`config.mk`:
```
export PLATFORM = sky130hd
export DESIGN_NAME = truth_table_scanner
export DESIGN_NICKNAME = d
export VERILOG_FILES = /design/src/rtl/truth_table_scanner.sv
export SDC_FILE = /design/constraint.sdc
export NUM_CORES = 1
export LEC_CHECK = 0
export CORE_UTILIZATION = 50
export CTS_CLUSTER_SIZE = 14
export DETAILED_ROUTE_END_ITERATION = 6
export PLACE_DENSITY = 0.81
export SYNTH_ARGS = -nofsm -noshare
export SYNTH_HDL_FRONTEND = slang
export SYNTH_SLANG_ARGS = --single-unit
```
`constraint.sdc`:
```
create_clock -name clk -period 3.4 [get_ports clk]
set_input_delay 1.02 -clock clk [delete_from_list [all_inputs] [get_ports clk]]
set_output_delay 1.02 -clock clk [all_outputs]
set_load 0.01 [all_outputs]
```
`src/rtl/truth_table_scanner.sv`:
```
// truth_table_scanner
//   Drives a 4-input function block through all 16 input codes in ascending
//   order and holds each code for DWELL clock cycles. On the last cycle of
//   each dwell it samples the block's output and stores it in a 16-entry
//   truth table. It also keeps a running count of the set entries. One
//   start pulse produces one full exhaustive sweep.
//
// Parameters
//   DWELL        clock cycles each code is held (1..16)
//
// Ports
//   clk          clock, rising edge
//   rst          asynchronous reset, active high
//   start        begin a sweep (sampled only while idle)
//   f            output of the function block under scan
//   W[3:0]       code driven to the function block
//   En           function block enable, high only while sweeping
//   truth_table  captured table, bit i = f observed for W = i
//   ones[4:0]    number of set bits in truth_table (0..16)
//   busy         high while the sweep is in progress
//   done         one-cycle pulse when a sweep completes
//
// States
//   IDLE  | waiting for start; W=0, En=0; table/ones hold last result
//   DRIVE | sweep in progress; code W held for DWELL cycles
//   DONE  | single cycle with done=1, then back to IDLE

module truth_table_scanner #(
  parameter int DWELL = 4
) (
  input  logic        clk,
  input  logic        rst,
  input  logic        start,
  input  logic        f,
  output logic [3:0]  W,
  output logic        En,
  output logic [15:0] truth_table,
  output logic [4:0]  ones,
  output logic        busy,
  output logic        done
);

  typedef enum logic [1:0] {
    IDLE  = 2'd0,
    DRIVE = 2'd1,
    DONE  = 2'd2
  } state_t;

  // Terminal count of the dwell counter; f is sampled when cnt reaches it.
  localparam logic [3:0] CNT_LAST = 4'(DWELL - 1);

  state_t     state;
  logic [3:0] cnt;

  always_ff @(posedge clk or posedge rst) begin
    if (rst) begin
      state       <= IDLE;
      cnt         <= '0;
      W           <= '0;
      En          <= 1'b0;
      truth_table <= '0;
      ones        <= '0;
      busy        <= 1'b0;
      done        <= 1'b0;
    end else begin
      case (state)
        IDLE: begin
          done <= 1'b0;
          if (start) begin
            state       <= DRIVE;
            W           <= '0;
            En          <= 1'b1;
            busy        <= 1'b1;
            cnt         <= '0;
            truth_table <= '0;
            ones        <= '0;
          end
        end

        DRIVE: begin
          if (cnt != CNT_LAST) begin
            cnt <= cnt + 4'd1;
          end else begin
            // Last cycle of the dwell: capture f for the code being driven.
            truth_table[W] <= f;
            ones           <= ones + {4'b0000, f};
            cnt            <= '0;
            if (W != 4'd15) begin
              W <= W + 4'd1;
            end else begin
              // Final code captured; release the block and report.
              W     <= '0;
              En    <= 1'b0;
              busy  <= 1'b0;
              done  <= 1'b1;
              state <= DONE;
            end
          end
        end

        DONE: begin
          done  <= 1'b0;
          state <= IDLE;
        end

        default: begin
          state <= IDLE;
          done  <= 1'b0;
          busy  <= 1'b0;
          En    <= 1'b0;
        end
      endcase
    end
  end

endmodule

```
==> results of run 1 <==
## metal layers
layer	vias to the layer above	routed length, um	part of all wire (%)
li1	729	-	-
met1	706	1826	44
met2	42	2068	49
met3	7	213	5.1
met4	0	70	1.7
met5	-	0	0
## final cells by class
type | instances | area (sq um) | share of cell area, %
Timing Repair Buffer | 33 | 325.3 | 14.87
Multi-Input combinational cell | 122 | 870.8 | 39.82
Sequential cell | 33 | 825.8 | 37.76
Tap cell | 46 | 57.56 | 2.632
Clock buffer | 7 | 55.05 | 2.517
Inverter | 14 | 52.55 | 2.403
## cells in the mapped netlist (7+ instances only)
library cell | n | area [sq um]
sky130_fd_sc_hd__nand2_1 | 8 | 30.03
sky130_fd_sc_hd__and3_1 | 10 | 62.56
sky130_fd_sc_hd__a211o_1 | 12 | 105.1
sky130_fd_sc_hd__ha_1 | 7 | 87.58
sky130_fd_sc_hd__clkbuf_1 | 8 | 30.03
sky130_fd_sc_hd__dfrtp_1 | 33 | 825.8
sky130_fd_sc_hd__nor3_1 | 15 | 75.07
sky130_fd_sc_hd__nand3_1 | 7 | 35.03
sky130_fd_sc_hd__inv_1 | 14 | 52.55
## how the worst max path moves through the flow
| stage | to | startpoint | slack (ns) | depth (start not counted) |
|---|---|---|---|---|
| 2_1_floorplan | truth_table[0] | start | 1.19 | 5 |
| 3_3_place_gp | truth_table[5] | start | 0.45 | 4 |
| 3_5_place_dp | truth_table[6] | start | 0.43 | 4 |
| 4_1_cts | W[3] | W[3] | 0.73 | 1 |
| 5_1_grt | W[3] | W[3] | 0.65 | 1 |
| 6_report | W[2] | W[2] | 0.73 | 1 |
## cells by family (layout without fill, tap and decap cells)
group,Yosys count,in the layout
AND/OR/NAND/NOR,69,69
AO/OA/AOI/OAI,41,41
flip-flops,33,33
buffers and inverters,27,54
adder cells (fa/ha/maj),7,7
multiplexers,5,5
## placed cells by master (no fill, tap or decap)
cell                               n
sky130_fd_sc_hd__clkdlybuf4s50_1  31
sky130_fd_sc_hd__o21ai_0           5
sky130_fd_sc_hd__or2_2             1
sky130_fd_sc_hd__clkbuf_1          1
sky130_fd_sc_hd__o22ai_1           1
sky130_fd_sc_hd__o21bai_1          1
sky130_fd_sc_hd__a211o_1          12
sky130_fd_sc_hd__or3b_2            2
sky130_fd_sc_hd__nand2_1           8
sky130_fd_sc_hd__nand3_1           7
sky130_fd_sc_hd__nor2_1            5
sky130_fd_sc_hd__nor2b_1           2
sky130_fd_sc_hd__nor4bb_1          1
sky130_fd_sc_hd__ha_1              7
sky130_fd_sc_hd__clkbuf_4          5
sky130_fd_sc_hd__o211ai_1          1
sky130_fd_sc_hd__inv_1            14
sky130_fd_sc_hd__nand2b_1          5
sky130_fd_sc_hd__a221o_1           5
sky130_fd_sc_hd__clkbuf_8          1
sky130_fd_sc_hd__or3b_1            2
sky130_fd_sc_hd__and4bb_2          1
sky130_fd_sc_hd__and3_1           10
sky130_fd_sc_hd__o21ba_2           1
sky130_fd_sc_hd__o21a_1            2
sky130_fd_sc_hd__o311ai_0          1
sky130_fd_sc_hd__a21oi_1           1
sky130_fd_sc_hd__mux2i_1           5
sky130_fd_sc_hd__a21boi_0          1
sky130_fd_sc_hd__and4_1            1
sky130_fd_sc_hd__nor3_1           15
sky130_fd_sc_hd__nand3b_1          5
sky130_fd_sc_hd__nand4_1           1
sky130_fd_sc_hd__a22o_1            4
sky130_fd_sc_hd__o211a_1           2
sky130_fd_sc_hd__dfrtp_1          33
sky130_fd_sc_hd__buf_4             2
sky130_fd_sc_hd__a211oi_1          4
sky130_fd_sc_hd__nor4_1            3
## power breakdown
group,internal (mW),leakage [nW],switching [mW]
logic,0.0714,0.570,0.0614
registers,0.415,0.429,0.0212
clock network,0.0976,0.0314,0.129
## sequential cells by signal, summed over array words and instances, names as in the netlist
register and cells:
busy 1, cnt 4, truth_table 16, state 2, ones 5, W 4, done 1
==> parameters.txt, run 1 <==
Parameter                              Value

Worst hold path
  Worst hold endpoint    done
  Hold Path Cell Cnt    1
  Worst min-delay path category    flip-flop to flip-flop
  Worst Hold Launch    done

STA
  Final setup violation count    0
  Clock tree skew after final layout    0.006856 ns
  Worst hold-check slack    0.5024 ns
  Transition at the pin with the smallest max-transition slack    1.132 ns
  Count of pins over their slew limit    0
  Number of failing hold endpoints at the final stage    0
  Relative slew margins    24.41%
  Setup TNS    0 ns
  Post-route fraction of the period consumed by the critical path    78.62%
  RSZ-0062 raised after global routing    false
  Crit path setup slack, layout    0.7270 ns
  Maximum operating frequency    0.3741 GHz
  Final min period    2.673 ns

Power
  Leak    1.030 nW
  Power density over cell area    364.0 nW/um^2
  Total power draw    0.7962 mW
  Peak supply drop    297.2 uV

Placed design
  Final weighted congestion in routability-driven placement    0.8067
  Port bufs    31
  Minimum setup slack after placement    0.4270 ns
  Cell Area, Placed    2132 sq um
  Placed Cells incl. Taps    248
  Placed wire-length estimate after detailed placement    2790 um

Yosys
  Adder and majority gate portion of the synthesized area    4.834%
  Primary FF master, synth    sky130_fd_sc_hd__dfrtp_1
  Post-synthesis instance area    1812 sq um
  Syn. warnings    0
  Async SR Flop Fraction    100.0%
  Share of the yosys chip area belonging to registers    45.58%
  Fraction of the mapped netlist area in simple logic gates    22.10%
  Fraction of synthesized cell area in xor and xnor cells    0%
  Syn nets    193
  Compound-gate portion of the synthesized area    18.37%
  Synth Area per Inst    9.955 sq um
  Netlist cell types    39
  Number of enable flip-flop cells after synthesis    0
  Multiplexer share of the synthesized area    2.762%
  Instance count of the mapped netlist    182
  Number of register bits inferred by synthesis    33
  Combinational family with the most area after synthesis    simple AND/OR/NAND/NOR gates

Setup path
  Slowest Stage Delay on Critical Path    0.68 ns
  Startpoint kind of the worst setup timing path    flip-flop
  Sum of buffers and inverters on the critical path    1
  Worst path cell trace    clkdlybuf4s50_1
  Reg-to-reg slack, setup    1.15 ns
  CP arrival    1.65 ns
  Slowest cell on the critical path    sky130_fd_sc_hd__dfrtp_1
  Worst r2r dst    truth_table[4]
  Largest delay contributor family on the critical path    flip-flops
  Worst endpoint required time    2.38 ns
  Critical path start-end classification    flip-flop to primary output
  Depth of the worst register-to-register path    5
  Crit path max fanout    18
  Kind of end point of the critical path    primary output
  Startpoint of the worst register-to-register path    cnt[0]

Clock tree
  Number of buffers between clock root and the deepest sink    2
  CTS tree    built
  Clock transition at the register clock pins on the worst setup and hold paths after CTS    0.10 ns
  Cts hold-fix bufs    0
  CTS root buffer    sky130_fd_sc_hd__clkbuf_4
  Post-CTS setup buffer count    0
  Clock latency reported for the late side of the worst-skew pair    0.33 ns
  Clock sink count    33
  Number of H-tree levels    2
  Number of gates resized after cts    0
  Number of buffers created by CTS    5

Layout
  Final instance area    2187 sq um
  Area growth from synthesis to layout    20.72%
  Antenna cell count    0
  Fraction of final layout cells sized beyond drive strength 1    6.220%
  Count of non-filler cells in the finished layout    255
  Fill cells    305
  Post-route core utilization    64.03%
  Number of nets at the end of the flow    220

Floorplan
  Die W    62.20 um
  I/O pin count    32
  Total core area    3416 sq um
  Starting Density    53.04%
  Std-Cell Rows    21
  Floorplan die area    3868 sq um
  Chip height    62.20 um

Outcome
  Outcome    complete, no violations

GRT
  Antenna violations before repair    0
  Number of global-route vias before repair    1462
  Global-route wire length before repair    7072 um
  Overflow left after global routing    0
  All-layer global routing usage    23.59%
  Met3 usage in global routing    6.985%
  Met2 Usage GRT    39.42%
  Most used routing layer in global routing    met2
  Maximum number of pins on one net before global-route repair    34
  Met1 layer usage reported by global route    29.20%

Routing
  Via count of the routed design    1484
  DR DRC count    0
  Drt first pass iters    4
  Mean number of vias per cell    5.820
  Number of DRC violations after detailed-routing iteration 0    74
  Wire length reported by the detailed router    4178 um
  Antenna-violating nets left    0
  Average detailed-routed wire length per instance    16.38 um

Job
  Max capacitance violation total    0
Note: power is estimated with default switching activity, not from simulation.
==> inputs of run 2 (changes only) <==
CORE_UTILIZATION = 47   (was 50)
PLACE_DENSITY = 0.8   (was 0.81)
clock period = 2.2 ns   (was 3.4 ns; I/O delays follow)
==> run 2 against run 1 <==
Compared with the run above: setup slack got worse by 0.56 ns; largest cell class unchanged; design area increased by 5.2%; worst hold slack got worse by 0.0069 ns; cell count increased by 4.3%; sequential share of layout area decreased by 1.9 points; total power increased by 70%; register-to-register slack got worse by 0.94 ns; critical path type unchanged.
==> parameters.txt, run 2 (same netlist as run 1, synthesis figures left out) <==
Parameter                              Value

Clock tree
  CTS root buffer    sky130_fd_sc_hd__clkbuf_8 (was sky130_fd_sc_hd__clkbuf_4)
  Clock latency reported for the late side of the worst-skew pair    0.28 ns (was 0.33 ns)
  Number of gates resized after cts    0 (unchanged)
  Clock transition at the register clock pins on the worst setup and hold paths after CTS    0.07 ns (was 0.10 ns)
  Number of buffers created by CTS    5 (unchanged)
  Cts hold-fix bufs    0 (unchanged)
  Post-CTS setup buffer count    0 (unchanged)
  CTS tree    built (unchanged)
  Number of buffers between clock root and the deepest sink    2 (unchanged)
  Number of H-tree levels    2 (unchanged)
  Clock sink count    33 (unchanged)

Setup path
  Startpoint kind of the worst setup timing path    flip-flop (unchanged)
  Crit path max fanout    8 (was 18)
  Worst path cell trace    clkdlybuf4s50_1 (unchanged)
  Critical path start-end classification    flip-flop to primary output (unchanged)
  Slowest cell on the critical path    sky130_fd_sc_hd__clkdlybuf4s50_1 (was sky130_fd_sc_hd__dfrtp_1)
  Slowest Stage Delay on Critical Path    0.59 ns (was 0.68 ns)
  Kind of end point of the critical path    primary output (unchanged)
  Largest delay contributor family on the critical path    buffers and inverters (was flip-flops)
  CP arrival    1.37 ns (was 1.65 ns)
  Sum of buffers and inverters on the critical path    1 (unchanged)
  Worst endpoint required time    1.54 ns (was 2.38 ns)

Outcome
  Outcome    complete, no violations (unchanged)

STA
  Number of failing hold endpoints at the final stage    0 (unchanged)
  Transition at the pin with the smallest max-transition slack    0.5096 ns (was 1.132 ns)
  Setup TNS    0 ns (unchanged)
  Relative slew margins    65.95% (was 24.41%)
  Count of pins over their slew limit    0 (unchanged)
  Post-route fraction of the period consumed by the critical path    92.21%
  Final setup violation count    0 (unchanged)
  Final min period    2.029 ns
  Worst hold-check slack    0.4955 ns (was 0.5024 ns)
  Clock tree skew after final layout    0.004156 ns (was 0.006856 ns)
  RSZ-0062 raised after global routing    false (unchanged)
  Maximum operating frequency    0.4930 GHz

Power
  Total power draw    1.355 mW (was 0.7962 mW)
  Peak supply drop    406.1 uV (was 297.2 uV)
  Leak    1.093 nW (was 1.030 nW)
  Power density over cell area    588.9 nW/um^2 (was 364.0 nW/um^2)

Layout
  Post-route core utilization    62.38% (was 64.03%)
  Regs by FF count    truth_table x16, ones x5 (unchanged)
  Most frequent cells in the layout    33 x sky130_fd_sc_hd__dfrtp_1, 31 x sky130_fd_sc_hd__clkdlybuf4s50_1, 15 x sky130_fd_sc_hd__nor3_1 (unchanged)
  Area growth from synthesis to layout    27.00% (was 20.72%)
  Number of nets at the end of the flow    229 (was 220)
  Fill cells    323 (was 305)
  Largest register FFs    16 (unchanged)
  Antenna cell count    0 (unchanged)
  Count of non-filler cells in the finished layout    266 (was 255)
  Fraction of final layout cells sized beyond drive strength 1    10.09% (was 6.220%)
  Top register by number of flip-flops    truth_table (unchanged)
  Most frequent standard cell in the layout excluding fill and tap cells    sky130_fd_sc_hd__dfrtp_1 (unchanged)

Placed design
  Port bufs    31 (unchanged)
  Placed Cells incl. Taps    259 (was 248)
  Placed wire-length estimate after detailed placement    2861 um (was 2790 um)
  Final weighted congestion in routability-driven placement    0.7593 (was 0.8067)

Floorplan
  Starting Density    49.12% (was 53.04%)
  Die W    64.09 um (was 62.20 um)
  Std-Cell Rows    22 (was 21)
  I/O pin count    32 (unchanged)
  Floorplan die area    4107 sq um (was 3868 sq um)
  Total core area    3689 sq um (was 3416 sq um)
  Chip height    64.09 um (was 62.20 um)

Routing
  Drt first pass iters    4 (unchanged)
  Via count of the routed design    1561 (was 1484)
  Number of DRC violations after detailed-routing iteration 0    86 (was 74)
  Mean number of vias per cell    5.868 (was 5.820)
  Antenna-violating nets left    0 (unchanged)
  Average detailed-routed wire length per instance    16.33 um (was 16.38 um)
  DR DRC count    0 (unchanged)
  Wire length reported by the detailed router    4345 um (was 4178 um)

Worst hold path
  Worst min-delay path category    flip-flop to flip-flop (unchanged)

GRT
  Overflow left after global routing    0 (unchanged)
  Maximum number of pins on one net before global-route repair    34 (unchanged)
  Antenna violations before repair    0 (unchanged)
  All-layer global routing usage    24.16% (was 23.59%)
  Number of global-route vias before repair    1499 (was 1462)
  Global-route wire length before repair    7396 um (was 7072 um)

Job
  Max capacitance violation total    0 (unchanged)
run 2: changes by cell type in the layout (fill, tap and decap cells not counted), sizes merged:
| cell | change |
|---|---|
| buf | +9 |
run 2: final timing paths:
check / from / cells after the start / slack (ns) / endpoint
worst max register to register: cnt[0] / 5 / 0.21 / truth_table[7]
worst min register to register: done / 1 / 0.50 / done
min in group asynchronous: rst / 3 / 0.77 / cnt[2]
worst min-delay path: done / 1 / 0.50 / done
max in group asynchronous: rst / 3 / 1.13 / truth_table[15]
worst max-delay path: W[3] / 1 / 0.17 / W[3]
run 2: final cells by class:
cell class	instances	area (sq um)	share of cell area, %
clock buffer	7	86.33	3.752
inverter	14	52.55	2.284
multi-input combinational	122	870.8	37.85
sequential	33	825.8	35.89
tap	48	60.06	2.610
timing repair buffer	42	405.4	17.62
run 2: power by group:
group	switching, mW	internal (mW)	leakage (nW)
logic	0.0945	0.119	0.620
registers	0.0361	0.642	0.429
clock network	0.215	0.248	0.0443
run 2: through the flow:
stage	setup slack, ns	cell area [sq um]
after detailed placement	-0.1098	2215
final	0.1715	2301
after CTS	0.1653	2301
after floorplan	0.3481	1812
after global routing	0.07654	2301
after global placement	-0.08585	2215
run 2: metal layers:
metal  GRT usage (%)  vias to the layer above  part of all wire [%]
met5               0                        -                     0
met1           31.51                      779                    45
li1                -                      742                     -
met2           38.83                       31                    50
met4           9.091                        0                   1.3
met3           5.536                        9                   3.3
==> inputs of run 3 (changes only) <==
GPL_TIMING_DRIVEN = 0   (was default)
==> run 3 against run 2 <==
Compared with the run above: combinational power fell by 2%; design area shrank 1.5%; clock-buffer cell count stayed put; core utilization is 0.92 points lower; total power shrank 0.21%; register-to-register slack better by 0.02 ns; global-route usage down 0.56 points; via count shrank 1.5%; wire length down 4.9%; sequential share of layout area is 0.53 points higher; critical endpoint is now truth_table[10]; largest cell class unchanged.
==> parameters.txt, run 3 (same netlist as run 1, synthesis figures left out) <==
Parameter                              Value

Setup path
  Kind of end point of the critical path    flip-flop (was primary output)
  Reg-to-reg slack, setup    0.23 ns (was 0.21 ns)
  Worst r2r dst    truth_table[10] (was truth_table[7])
  Crit path max fanout    10 (was 8)
  Startpoint of the worst register-to-register path    cnt[0] (unchanged)
  Startpoint kind of the worst setup timing path    input pin (was flip-flop)
  Worst endpoint required time    2.38 ns (was 1.54 ns)
  CP startpoint    start (was W[3])
  Critical path start-end classification    input pin to flip-flop (was flip-flop to primary output)
  Depth of the worst register-to-register path    6 (was 5)
  CP arrival    2.28 ns (was 1.37 ns)

Floorplan
  Starting Density    49.12% (unchanged)
  Total core area    3689 sq um (unchanged)
  Die W    64.09 um (unchanged)
  I/O pin count    32 (unchanged)
  Chip height    64.09 um (unchanged)
  Floorplan die area    4107 sq um (unchanged)
  Std-Cell Rows    22 (unchanged)

Layout
  Regs by FF count    truth_table x16, ones x5 (unchanged)
  Fraction of final layout cells sized beyond drive strength 1    7.763% (was 10.09%)
  Antenna cell count    0 (unchanged)
  Most frequent standard cell in the layout excluding fill and tap cells    sky130_fd_sc_hd__dfrtp_1 (unchanged)
  Most frequent cells in the layout    33 x sky130_fd_sc_hd__dfrtp_1, 31 x sky130_fd_sc_hd__clkdlybuf4s50_1, 15 x sky130_fd_sc_hd__nor3_1 (unchanged)
  Area growth from synthesis to layout    25.14% (was 27.00%)
  Largest register FFs    16 (unchanged)
  Final instance area    2267 sq um (was 2301 sq um)
  Number of nets at the end of the flow    230 (was 229)
  Top register by number of flip-flops    truth_table (unchanged)

Placed design
  Placed wire-length estimate after detailed placement    2844 um (was 2861 um)
  Final weighted congestion in routability-driven placement    0.8369 (was 0.7593)
  Port bufs    31 (unchanged)
  Minimum setup slack after placement    -0.3127 ns (was -0.1098 ns)
  Cell Area, Placed    2182 sq um (was 2215 sq um)

Clock tree
  Number of buffers between clock root and the deepest sink    2 (unchanged)
  Number of buffers created by CTS    5 (unchanged)
  Post-CTS setup buffer count    0 (unchanged)
  Clock latency reported for the late side of the worst-skew pair    0.29 ns (was 0.28 ns)
  Clock transition at the register clock pins on the worst setup and hold paths after CTS    0.06 ns (was 0.07 ns)
  Number of H-tree levels    2 (unchanged)
  Clock sink count    33 (unchanged)
  CTS tree    built (unchanged)
  Cts hold-fix bufs    0 (unchanged)
  CTS root buffer    sky130_fd_sc_hd__clkbuf_8 (unchanged)

GRT
  Global-route wire length before repair    7217 um (was 7396 um)
  Number of global-route vias before repair    1518 (was 1499)
  Overflow left after global routing    0 (unchanged)
  Antenna violations before repair    0 (unchanged)
  All-layer global routing usage    23.60% (was 24.16%)
  Maximum number of pins on one net before global-route repair    34 (unchanged)

Job
  Max capacitance violation total    0 (unchanged)

Routing
  Antenna-violating nets left    0 (unchanged)
  Number of DRC violations after detailed-routing iteration 0    59 (was 86)
  Wire length reported by the detailed router    4133 um (was 4345 um)
  DR DRC count    0 (unchanged)
  Average detailed-routed wire length per instance    15.48 um (was 16.33 um)
  Drt first pass iters    4 (unchanged)
  Via count of the routed design    1537 (was 1561)
  Mean number of vias per cell    5.757 (was 5.868)

Worst hold path
  Worst min-delay path category    flip-flop to flip-flop (unchanged)
  Hold Path Cell Cnt    1 (unchanged)
  Worst hold endpoint    done (unchanged)
  Worst Hold Launch    done (unchanged)

STA
  Clock tree skew after final layout    0.005155 ns (was 0.004156 ns)
  Number of failing hold endpoints at the final stage    0 (unchanged)
  Count of pins over their slew limit    0 (unchanged)
  Post-route fraction of the period consumed by the critical path    95.86% (was 92.21%)
  Crit path setup slack, layout    0.09112 ns (was 0.1715 ns)
  Final min period    2.109 ns (was 2.029 ns)
  Transition at the pin with the smallest max-transition slack    0.6797 ns (was 0.5096 ns)
  Final setup violation count    0 (unchanged)
  Maximum operating frequency    0.4742 GHz (was 0.4930 GHz)
  Relative slew margins    54.62% (was 65.95%)
  RSZ-0062 raised after global routing    false (unchanged)

Power
  Power density over cell area    596.5 nW/um^2 (was 588.9 nW/um^2)
  Leak    1.059 nW (was 1.093 nW)
  Total power draw    1.352 mW (was 1.355 mW)
  Peak supply drop    416.3 uV (was 406.1 uV)

Outcome
  Outcome    complete, no violations (unchanged)
-- run 3: cell count changes in the layout (fill, tap and decap cells not counted), sizes merged --
cell / change
clkbuf: +7
buf: -6
-- run 3: per-stage QoR --
stage                     util [%]  TNS [ns]  hold WS (ns)  cells
after global placement       59.16    -4.917        0.4819    261
final                        61.47         0        0.4964    267
after global routing         61.47         0        0.5348    267
after CTS                    61.40         0        0.4976    267
after detailed placement     59.16    -5.721        0.4835    261
after floorplan                  -         0        0.4854    182
-- run 3: power breakdown --
part           switching, mW  total, mW  internal [mW]  leakage [nW]
clock                  0.219      0.467          0.248        0.0443
sequential            0.0326      0.675          0.643         0.429
combinational         0.0958      0.210          0.114         0.586
total                  0.347       1.35           1.00          1.06
-- run 3: how the worst max path moves through the flow --
stage                            endpoint
final                     truth_table[10]
after global routing       truth_table[6]
after CTS                 truth_table[10]
after detailed placement  truth_table[10]
after global placement    truth_table[10]
after floorplan            truth_table[0]
-- run 3: what timing repair did --
action                                 in CTS  in global routing
resized for setup                           0                  1
setup endpoints to repair                   1                 10
endpoints found under the hold margin       0                  0
-- run 3: critical path, cell delays in order --
cell and delay, ns:
sky130_fd_sc_hd__clkdlybuf4s50_1 0.52, sky130_fd_sc_hd__or3b_4 0.44, sky130_fd_sc_hd__o21a_1 0.16, sky130_fd_sc_hd__buf_2 0.20, sky130_fd_sc_hd__a211o_1 0.30
-- run 3: cell type report --
class / instances / area [sq um]
Clock buffer: 7 / 86.33
Sequential cell: 33 / 825.8
Fill cell: 339 / 1421
Tap cell: 48 / 60.06
Multi-Input combinational cell: 122 / 873.3
Buffer: 12 / 58.81
Inverter: 14 / 52.55
Timing Repair Buffer: 31 / 310.3
-- run 3: metal layers --
metal	wire (um)	track usage [%]	vias to the layer above	share of wire (%)
met5	0	0	-	0
met4	79	11.65	0	1.9
met3	161	4.464	8	3.9
met2	1976	37.77	38	48
met1	1916	30.46	749	46
li1	-	-	742	-
